===== config.mk =====
export PLATFORM = sky130hd
export DESIGN_NAME = id_ex_stage
export DESIGN_NICKNAME = d
export VERILOG_FILES = /design/src/rtl/id_ex_stage.sv
export SDC_FILE = /design/constraint.sdc
export NUM_CORES = 1
export LEC_CHECK = 0
export CORE_ASPECT_RATIO = 1.4
export CORE_MARGIN = 4
export CORE_UTILIZATION = 38
export CTS_CLUSTER_DIAMETER = 30
export DETAILED_ROUTE_END_ITERATION = 10
export PLACE_DENSITY_LB_ADDON = 0.1
export SLEW_MARGIN = 20
export SYNTH_ARGS = -nofsm -noshare
export SYNTH_HDL_FRONTEND = slang
export SYNTH_SLANG_ARGS = --single-unit

===== constraint.sdc =====
create_clock -name iclk -period 2.3 [get_ports iclk]
set_clock_uncertainty 0.2 [all_clocks]
set_input_delay 0.46 -clock iclk [delete_from_list [all_inputs] [get_ports iclk]]
set_output_delay 0.46 -clock iclk [all_outputs]
set_load 0.01 [all_outputs]

===== src/rtl/id_ex_stage.sv =====
// id_ex_stage -- ID/EX pipeline register of the MIPS datapath.
//
// Captures decoded control, register-file operands, the sign-extended
// immediate and register specifiers at the end of ID and presents them to EX
// for one cycle. Supports hazard-unit stall (hold everything) and flush
// (insert a bubble), and keeps a saturating count of inserted bubbles.
//
// Parameters:
//   WIDTH  datapath width of operands and immediate (default 32)
//   CNT_W  width of the bubble counter (default 16)
//
// Ports:
//   iclk, irst             clock, synchronous active-high reset
//   iStall, iFlush         hazard-unit hold / bubble request (flush wins)
//   iValid                 ID holds a real instruction
//   iRegWrite..iALUSrc     decoded control bits, iALUOp ALU operation class
//   iReadData1/2, iSignImm operands and sign-extended immediate
//   iRs, iRt, iRd          register specifiers
//   iWBRegWrite/iWBReg/iWBData  write-back port (bypass build only)
//   o*                     registered copies of the matching inputs
//   ofunct                 oSignImm[5:0], feeds the ALU control unit
//   oBubbles               saturating count of bubbles since reset
//
// Optional feature: define ID_EX_WB_BYPASS_EN to let a same-cycle register
// file write (WB port) override the rs/rt operands captured on a load.

module id_ex_stage #(
  parameter int WIDTH = 32,
  parameter int CNT_W = 16
) (
  input  logic             iclk,
  input  logic             irst,
  input  logic             iStall,
  input  logic             iFlush,
  input  logic             iValid,
  input  logic             iRegWrite,
  input  logic             iMemtoReg,
  input  logic             iMemRead,
  input  logic             iMemWrite,
  input  logic             iRegDst,
  input  logic             iALUSrc,
  input  logic [1:0]       iALUOp,
  input  logic [WIDTH-1:0] iReadData1,
  input  logic [WIDTH-1:0] iReadData2,
  input  logic [WIDTH-1:0] iSignImm,
  input  logic [4:0]       iRs,
  input  logic [4:0]       iRt,
  input  logic [4:0]       iRd,
  input  logic             iWBRegWrite,
  input  logic [4:0]       iWBReg,
  input  logic [WIDTH-1:0] iWBData,
  output logic             oValid,
  output logic             oRegWrite,
  output logic             oMemtoReg,
  output logic             oMemRead,
  output logic             oMemWrite,
  output logic             oRegDst,
  output logic             oALUSrc,
  output logic [1:0]       oALUOp,
  output logic [WIDTH-1:0] oReadData1,
  output logic [WIDTH-1:0] oReadData2,
  output logic [WIDTH-1:0] oSignImm,
  output logic [4:0]       oRs,
  output logic [4:0]       oRt,
  output logic [4:0]       oRd,
  output logic [5:0]       ofunct,
  output logic [CNT_W-1:0] oBubbles
);

  typedef struct packed {
    logic             valid;
    logic             reg_write;
    logic             mem_to_reg;
    logic             mem_read;
    logic             mem_write;
    logic             reg_dst;
    logic             alu_src;
    logic [1:0]       alu_op;
    logic [WIDTH-1:0] rd1;
    logic [WIDTH-1:0] rd2;
    logic [WIDTH-1:0] imm;
    logic [4:0]       rs;
    logic [4:0]       rt;
    logic [4:0]       rd;
  } stage_t;

  stage_t           stage_d, stage_q;
  logic [CNT_W-1:0] bubbles_d, bubbles_q;
  logic             bubble;
  logic [WIDTH-1:0] op1, op2;

  // Operand selection: the register file is written at the end of the cycle
  // it is read, so an optional bypass forwards the WB data into the capture.
`ifdef ID_EX_WB_BYPASS_EN
  always_comb begin
    op1 = iReadData1;
    op2 = iReadData2;
    if (iWBRegWrite && (iWBReg != 5'd0) && (iWBReg == iRs)) op1 = iWBData;
    if (iWBRegWrite && (iWBReg != 5'd0) && (iWBReg == iRt)) op2 = iWBData;
  end
`else
  logic unused_wb;
  assign unused_wb = ^{iWBRegWrite, iWBReg, iWBData};
  assign op1 = iReadData1;
  assign op2 = iReadData2;
`endif

  always_comb begin
    // NOTE: every signal gets a default first so no path leaves it unassigned
    // and no latch is inferred.
    stage_d   = stage_q;
    bubbles_d = bubbles_q;
    bubble    = 1'b0;

    if (iFlush) begin
      // Bubble: control cleared, data/specifiers zeroed for a tidy state.
      stage_d = '0;
      bubble  = 1'b1;
    end else if (!iStall) begin
      stage_d.valid      = iValid;
      stage_d.reg_write  = iRegWrite;
      stage_d.mem_to_reg = iMemtoReg;
      stage_d.mem_read   = iMemRead;
      stage_d.mem_write  = iMemWrite;
      stage_d.reg_dst    = iRegDst;
      stage_d.alu_src    = iALUSrc;
      stage_d.alu_op     = iALUOp;
      stage_d.rd1        = op1;
      stage_d.rd2        = op2;
      stage_d.imm        = iSignImm;
      stage_d.rs         = iRs;
      stage_d.rt         = iRt;
      stage_d.rd         = iRd;
      // An invalid slot from ID is itself a bubble: never let stale control
      // bits reach EX/MEM/WB.
      if (!iValid) begin
        stage_d.reg_write  = 1'b0;
        stage_d.mem_to_reg = 1'b0;
        stage_d.mem_read   = 1'b0;
        stage_d.mem_write  = 1'b0;
        stage_d.reg_dst    = 1'b0;
        stage_d.alu_src    = 1'b0;
        stage_d.alu_op     = 2'b00;
        bubble             = 1'b1;
      end
    end

    // Saturate at all-ones rather than wrapping.
    if (bubble && (bubbles_q != {CNT_W{1'b1}})) bubbles_d = bubbles_q + CNT_W'(1);
  end

  always_ff @(posedge iclk) begin
    // NOTE: state registers use non-blocking assignments so every flop samples
    // pre-edge values regardless of statement order.
    if (irst) begin
      stage_q   <= '0;
      bubbles_q <= '0;
    end else begin
      stage_q   <= stage_d;
      bubbles_q <= bubbles_d;
    end
  end

  assign oValid     = stage_q.valid;
  assign oRegWrite  = stage_q.reg_write;
  assign oMemtoReg  = stage_q.mem_to_reg;
  assign oMemRead   = stage_q.mem_read;
  assign oMemWrite  = stage_q.mem_write;
  assign oRegDst    = stage_q.reg_dst;
  assign oALUSrc    = stage_q.alu_src;
  assign oALUOp     = stage_q.alu_op;
  assign oReadData1 = stage_q.rd1;
  assign oReadData2 = stage_q.rd2;
  assign oSignImm   = stage_q.imm;
  assign oRs        = stage_q.rs;
  assign oRt        = stage_q.rt;
  assign oRd        = stage_q.rd;
  assign ofunct     = stage_q.imm[5:0];
  assign oBubbles   = bubbles_q;

endmodule


==> flow_metrics.py <==
metrics = {
    "drt": {
        "drt-wirelength-per-cell_um": 16.1,
        "drt_wl_total_um": 15100,
        "first_pass_iters": 4,
        "drc": 0,
        "drt_iter0_markers": 112,
        "antenna_left": 0,
        "vias": 4488,
        "avgViaCountPerCell": 4.78,
    },
    "timing": {
        "max_slew_margin_pct": 52.1,
        "setup_viol": 0,
        "final.setup.tns_ps": 0,
        "report.final.slew_viol_count": 0,
        "grt_setup_unrepaired": "false",
        "period_share_pct": 92.3,
        "worst_slew_pin_slew_ps": 718,
        "period_needed_ps": 2120,
        "max_freq_ghz": 0.471,
        "finalHoldViolations": 0,
    },
    "setup_path": {
        "cpMaxStageDelayCell": "clkdlybuf4s50_1",
        "crit_buf_inv": 1,
        "path_class": "flop to output port",
        "startpoint_type": "flop",
        "critical_path_arrival_ps": 1460,
        "cp-end-kind": "output port",
        "cp_max_fo": 8,
        "slowest_delay_ps": 590,
        "cp_top_family": "buffers and inverters",
        "cp.required_ps": 1640,
        "cp_cell_sequence": "clkdlybuf4s50_1",
    },
    "clock_network": {
        "ctsResizeCount": 0,
        "cts_buffer_depth": 2,
        "cts_tree": "yes",
        "clock_sinks": 136,
        "numCtsBuffers": 17,
        "h-tree-depth": 4,
        "path_clk_slew_ps": 60,
        "post_cts_buffers": 0,
        "clock_latency_ps": 400,
        "root_buffer": "clkbuf_16",
        "cts.hold.buffers_added": 0,
    },
    "power": {
        "p_leak_nw": 3.44,
        "total_power_mw": 6.08,
        "ir_worst_vdd_mv": 0.446,
        "power_density_nw_per_um2": 712,
    },
    "floorplan": {
        "start_util_pct": 39.2,
        "design.die.area_um2": 15400,
        "ios": 304,
        "coreArea_um2": 13000,
        "row_count": 49,
        "die_h_um": 145,
        "fp.dieW_um": 106,
    },
    "grt": {
        "grt_pass1_wl_um": 23700,
        "antenna_found_initial": 0,
        "grt_pass1_vias": 4541,
        "grt_max_degree": 78,
        "grt_usage_pct": 19.5,
        "grt_overflow": 0,
    },
    "logic_synthesis": {
        "synth_area_um2": 5100,
        "syn_avg_cell_area_um2": 10.3,
        "yosys_most_used_dff": "dfxtp_1",
        "synth_seq_cells": 136,
        "async_flop_share_pct": 0,
        "synthTopCellsByArea": "dfxtp_1, mux2i_1, nor2_1",
        "yosysTopAreaCell": "dfxtp_1",
        "yosys_warnings": 0,
        "postSynthCellCount": 493,
        "synth-edff-count": 0,
        "synth_top_area_share_pct": 53.4,
        "ys_seq_area_share_pct": 53.4,
        "syn_nets": 656,
        "yosysUniqueCellTypes": 37,
    },
    "cells_and_area": {
        "num-nets-final": 911,
        "area_growth_pct": 67.5,
        "regArea_um2": 2720,
        "layout.cells.non_filler": 938,
        "layout_commonest_cell": "clkdlybuf4s50_1",
        "fillers": 1061,
        "drive_gt1_share_pct": 6.58,
        "n_antenna_cell": 0,
        "final_cell_mix": "clkdlybuf4s50_1, dfxtp_1, nor2_1",
        "multiInputGateArea_um2": 2180,
        "final_area_um2": 8540,
    },
    "placed_design": {
        "hpwl_um": 11200,
        "port_buffers": 265,
        "place_congestion": 0.788,
        "placed_area_um2": 7900,
        "place_inst": 907,
    },
    "run_status": {
        "status": "finished clean",
    },
    "hold_path": {
        "hp-class": "flop to flop",
    },
    "flow_run": {
        "cap_violations": 0,
    },
}
layer usage:
metal,vias to the layer above,wire length [um],global-route usage [%]
met5,-,0,0
met4,0,250,6.61
met3,14,1450,9.64
met2,188,8040,34.7
met1,2078,5320,19.7
li1,2208,-,-
registers in the layout, summed over array words and instances, names as in the netlist:
name / cells
oALUSrc: 1
oRegDst: 1
oALUOp: 2
oMemWrite: 1
oBubbles: 16
oValid: 1
oRt: 5
oRegWrite: 1
oReadData1: 32
oSignImm: 32
oMemtoReg: 1
oRd: 5
oMemRead: 1
oRs: 5
oReadData2: 32
cells by family (layout without fill, tap and decap cells):
kind of cell             after synthesis  after routing  share of synthesized area, %
AND/OR/NAND/NOR                      163            163                          15.2
flip-flops                           136            136                          53.4
multiplexers                         112            112                          22.0
AO/OA/AOI/OAI                         41             41                          5.23
buffers and inverters                 40            307                          3.88
adder cells (fa/ha/maj)                1              1                         0.245
per-stage QoR:
step / setup slack (ps) / utilization [%] / hold slack [ps]
floorplan: 334 / - / 318
global placement: 41.2 / 60.7 / 273
detailed placement: -53.7 / 60.7 / 283
CTS: 147 / 65.7 / 298
global route: 70.1 / 65.7 / 316
finish: 178 / 65.7 / 289
report_power, final:
| part | internal, mW | switching (mW) |
|---|---|---|
| sequential | 2.43 | 0.0394 |
| clock | 1.94 | 0.991 |
| combinational | 0.423 | 0.255 |
| total | 4.79 | 1.29 |
tightest hold or removal path, stage by stage, from the launching register on:
cell and delay [ps]:
dfxtp_1 320, mux2i_1 70, nor2_1 70
Yosys cell counts, drive strengths merged (2+ instances only):
library cell  count
dfxtp           136
nor2            122
mux2i           111
buf              21
clkbuf           18
a21oi            15
o31ai            10
or4               9
a22oi             8
nand3             6
nand4             5
o21ai             4
or3               4
and4              3
nand2             3
nor4              3
nor2b             2
layout make-up:
| type | instances | area share, % |
|---|---|---|
| Tap cell | 178 | 2.61 |
| Clock inverter | 13 | 2.37 |
| Multi-Input combinational cell | 317 | 25.5 |
| Timing Repair Buffer | 275 | 32.4 |
| Inverter | 1 | 0.0440 |
| Clock buffer | 18 | 5.14 |
| Sequential cell | 136 | 31.9 |
final timing paths:
| path | slack, ps | endpoint | depth (start not counted) | startpoint |
|---|---|---|---|---|
| worst max register to register | 230 | oBubbles[14] | 5 | oBubbles[0] |
| worst max-delay path | 180 | oBubbles[4] | 1 | oBubbles[4] |
| worst min register to register | 290 | oRs[2] | 2 | oRs[2] |
| worst min-delay path | 290 | oRs[2] | 2 | oRs[2] |
No activity file was read; power rests on OpenSTA's default activity.
